File: config.mk
export PLATFORM = sky130hd
export DESIGN_NAME = niosballe_pio_arbiter
export DESIGN_NICKNAME = d
export VERILOG_FILES = /design/src/rtl/niosballe_arb_pkg.sv /design/src/rtl/niosballe_arb_slot.sv /design/src/rtl/niosballe_pio_arbiter.sv
export SDC_FILE = /design/constraint.sdc
export NUM_CORES = 1
export LEC_CHECK = 0
export CELL_PAD_IN_SITES_DETAIL_PLACEMENT = 1
export CELL_PAD_IN_SITES_GLOBAL_PLACEMENT = 1
export CORE_MARGIN = 2
export CORE_UTILIZATION = 40
export DETAILED_ROUTE_END_ITERATION = 16
export PLACE_DENSITY_LB_ADDON = 0.08
export REMOVE_ABC_BUFFERS = 1
export SYNTH_ARGS = -nofsm -noshare
export SYNTH_HDL_FRONTEND = slang
export SYNTH_SLANG_ARGS = --single-unit
File: constraint.sdc
create_clock -name clk -period 2.02 [get_ports clk]
set_input_delay 0.404 -clock clk [delete_from_list [all_inputs] [get_ports clk]]
set_output_delay 0.404 -clock clk [all_outputs]
set_load 0.03 [all_outputs]
File: src/rtl/niosballe_arb_pkg.sv
// Shared types and constants for the ball-control PIO write arbiter.
package niosballe_arb_pkg;

  localparam int DATA_W_DEF = 32;
  localparam int ADDR_W_DEF = 2;
  localparam int PIO_W_DEF  = 9;

  localparam logic REQ_NIOS   = 1'b0;
  localparam logic REQ_ENGINE = 1'b1;

  typedef enum logic {IDLE, ISSUE} state_t;

endpackage

File: src/rtl/niosballe_arb_slot.sv
// One-entry write holding register; waitrequest is simply the registered valid bit.
module niosballe_arb_slot
  import niosballe_arb_pkg::*;
#(
  parameter int ADDR_W = ADDR_W_DEF,
  parameter int DATA_W = DATA_W_DEF
) (
  input  logic              clk,
  input  logic              reset_n,
  input  logic              write,
  input  logic [ADDR_W-1:0] address,
  input  logic [DATA_W-1:0] writedata,
  input  logic              clear,
  output logic              valid,
  output logic [ADDR_W-1:0] slot_address,
  output logic [DATA_W-1:0] slot_writedata,
  output logic              waitrequest
);

  always_ff @(posedge clk or negedge reset_n) begin
    if (!reset_n) begin
      valid          <= 1'b0;
      slot_address   <= '0;
      slot_writedata <= '0;
    end else if (clear) begin
      valid <= 1'b0;
    end else if (write && !valid) begin
      valid          <= 1'b1;
      slot_address   <= address;
      slot_writedata <= writedata;
    end
  end

  // Clear only fires on a full slot and accept only on an empty one, so they never collide.
  assign waitrequest = valid;

endmodule

File: src/rtl/niosballe_pio_arbiter.sv
// Two-requester arbiter in front of the 9-bit ball-control PIO, with a local shadow copy.
// Define NIOSBALLE_ARB_FIXED_PRIO_EN to give the ball-update engine absolute priority on ties.
module niosballe_pio_arbiter
  import niosballe_arb_pkg::*;
#(
  parameter int DATA_W = DATA_W_DEF,
  parameter int ADDR_W = ADDR_W_DEF,
  parameter int PIO_W  = PIO_W_DEF
) (
  input  logic              clk,
  input  logic              reset_n,
  input  logic              req0_write,
  input  logic [ADDR_W-1:0] req0_address,
  input  logic [DATA_W-1:0] req0_writedata,
  output logic              req0_waitrequest,
  input  logic              req1_write,
  input  logic [ADDR_W-1:0] req1_address,
  input  logic [DATA_W-1:0] req1_writedata,
  output logic              req1_waitrequest,
  output logic [ADDR_W-1:0] pio_address,
  output logic              pio_chipselect,
  output logic              pio_write_n,
  output logic [DATA_W-1:0] pio_writedata,
  output logic              grant_id,
  output logic [PIO_W-1:0]  shadow_value
);

  localparam int NUM_REQ = 2;

  logic [NUM_REQ-1:0]             wr;
  logic [NUM_REQ-1:0][ADDR_W-1:0] addr_in;
  logic [NUM_REQ-1:0][DATA_W-1:0] data_in;
  logic [NUM_REQ-1:0]             slot_vld;
  logic [NUM_REQ-1:0][ADDR_W-1:0] slot_addr;
  logic [NUM_REQ-1:0][DATA_W-1:0] slot_data;
  logic [NUM_REQ-1:0]             slot_wait;
  logic [NUM_REQ-1:0]             slot_clr;

  state_t state;
  logic   last_grant;
  logic   winner;
  logic   any_vld;

  assign wr      = {req1_write, req0_write};
  assign addr_in = {req1_address, req0_address};
  assign data_in = {req1_writedata, req0_writedata};
  assign req0_waitrequest = slot_wait[REQ_NIOS];
  assign req1_waitrequest = slot_wait[REQ_ENGINE];

  for (genvar i = 0; i < NUM_REQ; i++) begin : g_slot
    niosballe_arb_slot #(.ADDR_W(ADDR_W), .DATA_W(DATA_W)) u_slot (
      .clk            (clk),
      .reset_n        (reset_n),
      .write          (wr[i]),
      .address        (addr_in[i]),
      .writedata      (data_in[i]),
      .clear          (slot_clr[i]),
      .valid          (slot_vld[i]),
      .slot_address   (slot_addr[i]),
      .slot_writedata (slot_data[i]),
      .waitrequest    (slot_wait[i])
    );
  end

  always_comb begin
    any_vld = |slot_vld;
    winner  = slot_vld[REQ_ENGINE] ? REQ_ENGINE : REQ_NIOS;
    if (&slot_vld) begin
`ifdef NIOSBALLE_ARB_FIXED_PRIO_EN
      winner = REQ_ENGINE;
`else
      winner = ~last_grant;
`endif
    end
  end

  // The winner's slot empties on the same edge the strobe is loaded.
  for (genvar i = 0; i < NUM_REQ; i++) begin : g_clr
    assign slot_clr[i] = (state == IDLE) && any_vld && (winner == i[0]);
  end

  always_ff @(posedge clk or negedge reset_n) begin
    if (!reset_n) begin
      state          <= IDLE;
      pio_chipselect <= 1'b0;
      pio_write_n    <= 1'b1;
      pio_address    <= '0;
      pio_writedata  <= '0;
      grant_id       <= REQ_NIOS;
      last_grant     <= REQ_ENGINE;
      shadow_value   <= '0;
    end else begin
      case (state)
        IDLE: begin
          if (any_vld) begin
            pio_chipselect <= 1'b1;
            pio_write_n    <= 1'b0;
            pio_address    <= slot_addr[winner];
            pio_writedata  <= slot_data[winner];
            grant_id       <= winner;
            last_grant     <= winner;
            state          <= ISSUE;
          end
        end
        ISSUE: begin
          pio_chipselect <= 1'b0;
          pio_write_n    <= 1'b1;
          // Only register 0 is the ball-control value; others pass through untracked.
          if (pio_address == '0) shadow_value <= pio_writedata[PIO_W-1:0];
          state <= IDLE;
        end
        default: state <= IDLE;
      endcase
    end
  end

endmodule

* After elaboration in Yosys (flattened, before gate mapping) *
Cells that the tools add are included.
W data, S select, Z words.

storage, ports and cells
  flip-flop bits (word level) = 118
  input port bits = 72
  output and inout bits = 48
  word-level logic and storage cells = 53

cells by class
  magnitude comparators = 1
  equality and inequality tests = 1
  muxes and demuxes = 16
  bitwise operators = 5
  reductions and logical operators = 16

operators by type and width
  operator              count
  $mux W32              2
  $reduce_and A2 Y1     5
  $mux W1               9
  $pmux W1 S2           3
  $logic_and A1 B1 Y1   5
  $not A1 Y1            5
  $mux W2               2
  $reduce_bool A2 Y1    2
  $logic_not A1 Y1      2
  $logic_not A2 Y1      1
  $lt A1 B2 Y1 const B  1
  $ne A2 B2 Y1 const B  1
  $reduce_or A2 Y1      1

* Longest topological paths before layout *
  depth in word-level cells = 6
  mapped depth = 5
  mapped depth without buffers = 3

* Cells and area by module *
Synthesis repeated with hierarchy kept, for this count alone.

unflattened totals
  cells, all modules = 375
  area, all modules = 4772.1 sq um

by module, submodules not included
  module                 times used  cells an instance  area an instance (sq um)  sequential area each (sq um)
  niosballe_arb_slot     2           76                 1326.3                    875.8
  niosballe_pio_arbiter  1           223                2119.5                    1203.7

* Least setup slack after synthesis *
OpenSTA, ideal clock, no wires.

  path kind = flip-flop to flip-flop
  start = register g_slot[0].u_slot.valid
  end = register pio_address[0]
  library setup time = 126 ps
  arrival = 1553 ps
  required time = 1894 ps
  setup slack = 340 ps
  stages on the path, launching flop included = 6
  buffers on the path = 2
  clock period less this slack = 1680 ps
  path through = dfrtp_1 > clkbuf_2 > o21bai_1 > buf_1 > and2_2 > a221o_2

between the ends
  longest elaborated chain between the ends = 4
  elaborated cells on any way between the ends = 6
  classes of those cells = mux (3); reduce/logical (3)

ends and longest elaborated chain
  item                                         RTL line                     text
  start, declared                              niosballe_arb_slot.sv:14     output logic valid,
  start signal, assigned                       niosballe_arb_slot.sv:22     valid <= 1'b0;
  start signal, assigned                       niosballe_arb_slot.sv:26     valid <= 1'b0;
  start signal, assigned                       niosballe_arb_slot.sv:28     valid <= 1'b1;
  $reduce_and A2 Y1                            niosballe_pio_arbiter.sv:68  if (&slot_vld) begin
  $mux W1                                      niosballe_pio_arbiter.sv:68
  $mux W2 (not written as such) (2 in series)  niosballe_pio_arbiter.sv:98  pio_address <= slot_addr[winner];
  end signal, assigned                         niosballe_pio_arbiter.sv:98
  end, declared                                niosballe_pio_arbiter.sv:20  output logic [ADDR_W-1:0] pio_address,

Parallel ways exist; a longest one is shown, timed or not. The select of a mux whose other input is x is not followed.
A chain may end at the register's enable or synchronous reset.

* Worst setup path in the final report *
  start = register pio_address[0]
  end = output port pio_address[0]

No word-level cell between the ends.

==> reports/metrics.cfg <==
[floorplanning]
die_h_um=112.1
rows=39
core_um2=11420
ioPinCount=120
floorplan.initialDensity=0.4092
dieArea_um2=12560
die_x_um=112.1

[yosys]
ys_seq_elements=118
synth.area.top_cells=dfrtp_1 62%, mux2_2 19%, a221o_1 5.8%
syn_area_per_cell_um2=15.47
synthCells=302
yosysTopAreaCellShare=0.6213
ys_warn_count=0
synth_most_common_cell=dfrtp_1
ys_top_cells_by_count=116 x dfrtp_1, 77 x mux2_2, 27 x a221o_1
synth_compound_gate_area_share=0.08623
synth_simple_gate_area_frac=0.06294
syn_area_um2=4672
synth-xor-area-share=0
async_flop_share=1.000
synth.distinct_cells=25
ys_seq_area_frac=0.6326
synth_area_leader_cell=dfrtp_1
synthMuxAreaShare=0.1856
synth_top_family_by_area=multiplexers
synth-adder-area-share=0
synth_edf_count=0
synth_ff_type=dfrtp_1

[sta]
finalCritPeriodShare=0.9358
fmax_ghz=0.5290
setup_tns_ps=0
maxSlewHeadroom=0.6370
hold_viol_final=0
setup_violations=0
maxSlewViolCount=0
skew_ps=7.943
fin_crit_ps=1890
rsz0062_at_grt=false
tightestPinTransition_ps=542.7

[clocking]
cts_buffers=17
clockBufferDepth=2
cts_num_sinks=118
htreeDepth=4
cts_root_buffer=clkbuf_16
insertion_delay_ps=410
cts_tree=yes
clk_pin_slew_ps=50

[route]
vias_per_cell=5.128
drc_errors=0
wl_per_cell_um=19.11
final_antenna_net_count=0
drt_iter0_drc=67
routed_wl_mm=11.24
firstDrtPassIters=4
num_vias=3015

[layout]
n_antenna_cell=0
multi_input_area_um2=1577
stdcell_count=588
area_growth_pct=43.01
ff_latch_area_um2=2955
drive_above_1_share=0.3303
stdcell_area_um2=6681
nNetsFinal=505
nFillCells=1084

[critical_path]
cp_max_fo=3
crit_path_end_kind=output pin
timing.critical_path.buf_inv=1
required_ps=1620
path_class=register to output pin
start_kind=register
reg2reg_depth=3
path_depth=1
critPathMaxStageDelay_ps=690
rrSetupSlack_ps=430
crit_family=buffers and inverters
worstPathArrival_ps=1490
crit_chain=clkdlybuf4s50_1
cp_slowest_cell=clkdlybuf4s50_1

[flow_run]
drv_cap=0

[grt]
overflow=0
grt_max_degree=50
antenna_found_initial=0
first_global_vias=3398
grt_pass1_wl_mm=18.29
grt_usage=0.1913

[place]
postPlaceCellArea_um2=6056
dp_cells=556
gp_congestion=0.7154
numPortBuffers=119
hpwl_mm=7.204

[power]
p_per_area_nw_per_um2=1862
p_leak_uw=0.002860
power.total_uw=12440
ir_drop_mv=0.8141

[hold_path]
hold_class=input port to async pin

[status]
status=finished, final reports clean

[layer usage]
metal	global-route usage	vias up	wire length, µm
li1	-	1368	-
met1	0.2428	1548	4912
met2	0.3103	87	5526
met3	0.05940	12	640
met4	0.07317	0	155
met5	0	-	0
[metrics by stage]
| stage | hold WS [ps] | worst slack [ps] | utilization |
|---|---|---|---|
| after floorplan | 108.4 | -643.5 | - |
| after global placement | 362.8 | 207.8 | 0.5304 |
| after detailed placement | 372.5 | 192.4 | 0.5304 |
| after CTS | 472.5 | 4.578 | 0.5847 |
| after global routing | 486.1 | 87.25 | 0.5851 |
| final | 465.5 | 129.8 | 0.5851 |
[cell type report]
cell class | instances | area share
Timing Repair Buffer | 131 | 0.2015
Multi-Input combinational cell | 162 | 0.2360
Clock buffer | 21 | 0.06891
Tap cell | 143 | 0.02678
Inverter | 3 | 0.001685
Clock inverter | 10 | 0.02285
Sequential cell | 118 | 0.4423
[worst reg2reg max path: cells and delay by family, from the launching register on]
family / cells / cell delay, ps
mux: 1 / 420
flops: 1 / 420
simple gates: 1 / 510
buf+inv: 1 / 130
[repair_timing]
item                                   in CTS  in global routing
buffers inserted                            0                  0
hold buffers                                1                  0
endpoints found under the hold margin      27                  0
setup endpoints to repair                   2                  2
resized for setup                           2                  2
[registers in the layout, indices dropped and copies added, names as in the netlist]
name / cells
grant_id: 1
g_slot.u_slot.slot_writedata: 64
shadow_value: 9
pio_chipselect: 1
g_slot.u_slot.slot_address: 4
last_grant: 1
pio_writedata: 32
g_slot.u_slot.valid: 2
pio_write_n: 1
pio_address: 2
state: 1
[kinds of logic (layout without fill, tap and decap cells)]
logic type,after synthesis,count (layout)
flip-flops,118,118
AO/OA/AOI/OAI,39,39
multiplexers,77,77
AND/OR/NAND/NOR,46,46
buffers and inverters,22,165
[placed cells by master (no fill, tap or decap), types with 2 or more instances in the layout]
master / netlist / layout
dfrtp_1: 116 / 116
clkdlybuf4s50_1: 0 / 114
mux2_2: 77 / 77
a221o_1: 27 / 27
and2_1: 21 / 21
clkbuf_16: 0 / 17
and2_2: 13 / 13
a221o_2: 7 / 7
buf_4: 0 / 7
nor2_1: 6 / 6
clkinv_2: 0 / 5
buf_12: 0 / 5
bufinv_16: 0 / 4
inv_1: 2 / 2
nand2_1: 2 / 2
clkbuf_8: 0 / 2
clkbuf_1: 2 / 2
dfstp_2: 2 / 2
dlygate4sd2_1: 0 / 2
dlymetal6s2s_1: 0 / 2
[power breakdown]
group	switching (µW)	internal (µW)	leakage, µW
clock	1020	2110	0.000302
sequential	734	3610	0.00141
combinational	2400	2570	0.00115
[path summary, 6_finish.rpt]
| check | from | to |
|---|---|---|
| worst max-delay path | pio_address[0]$_DFFE_PN0N_ | pio_address[0] |
| worst min-delay path | reset_n | pio_writedata[27]$_DFFE_PN0N_ |
| worst max register to register | state$_DFF_PN0_ | shadow_value[3]$_DFFE_PN0P_ |
| worst min register to register | pio_write_n$_DFFE_PN1P_ | pio_write_n$_DFFE_PN1P_ |
| max in group asynchronous | reset_n | last_grant$_DFFE_PN1N_ |
| min in group clk | pio_write_n$_DFFE_PN1P_ | pio_write_n$_DFFE_PN1P_ |
No activity file was read; power rests on OpenSTA's default activity.
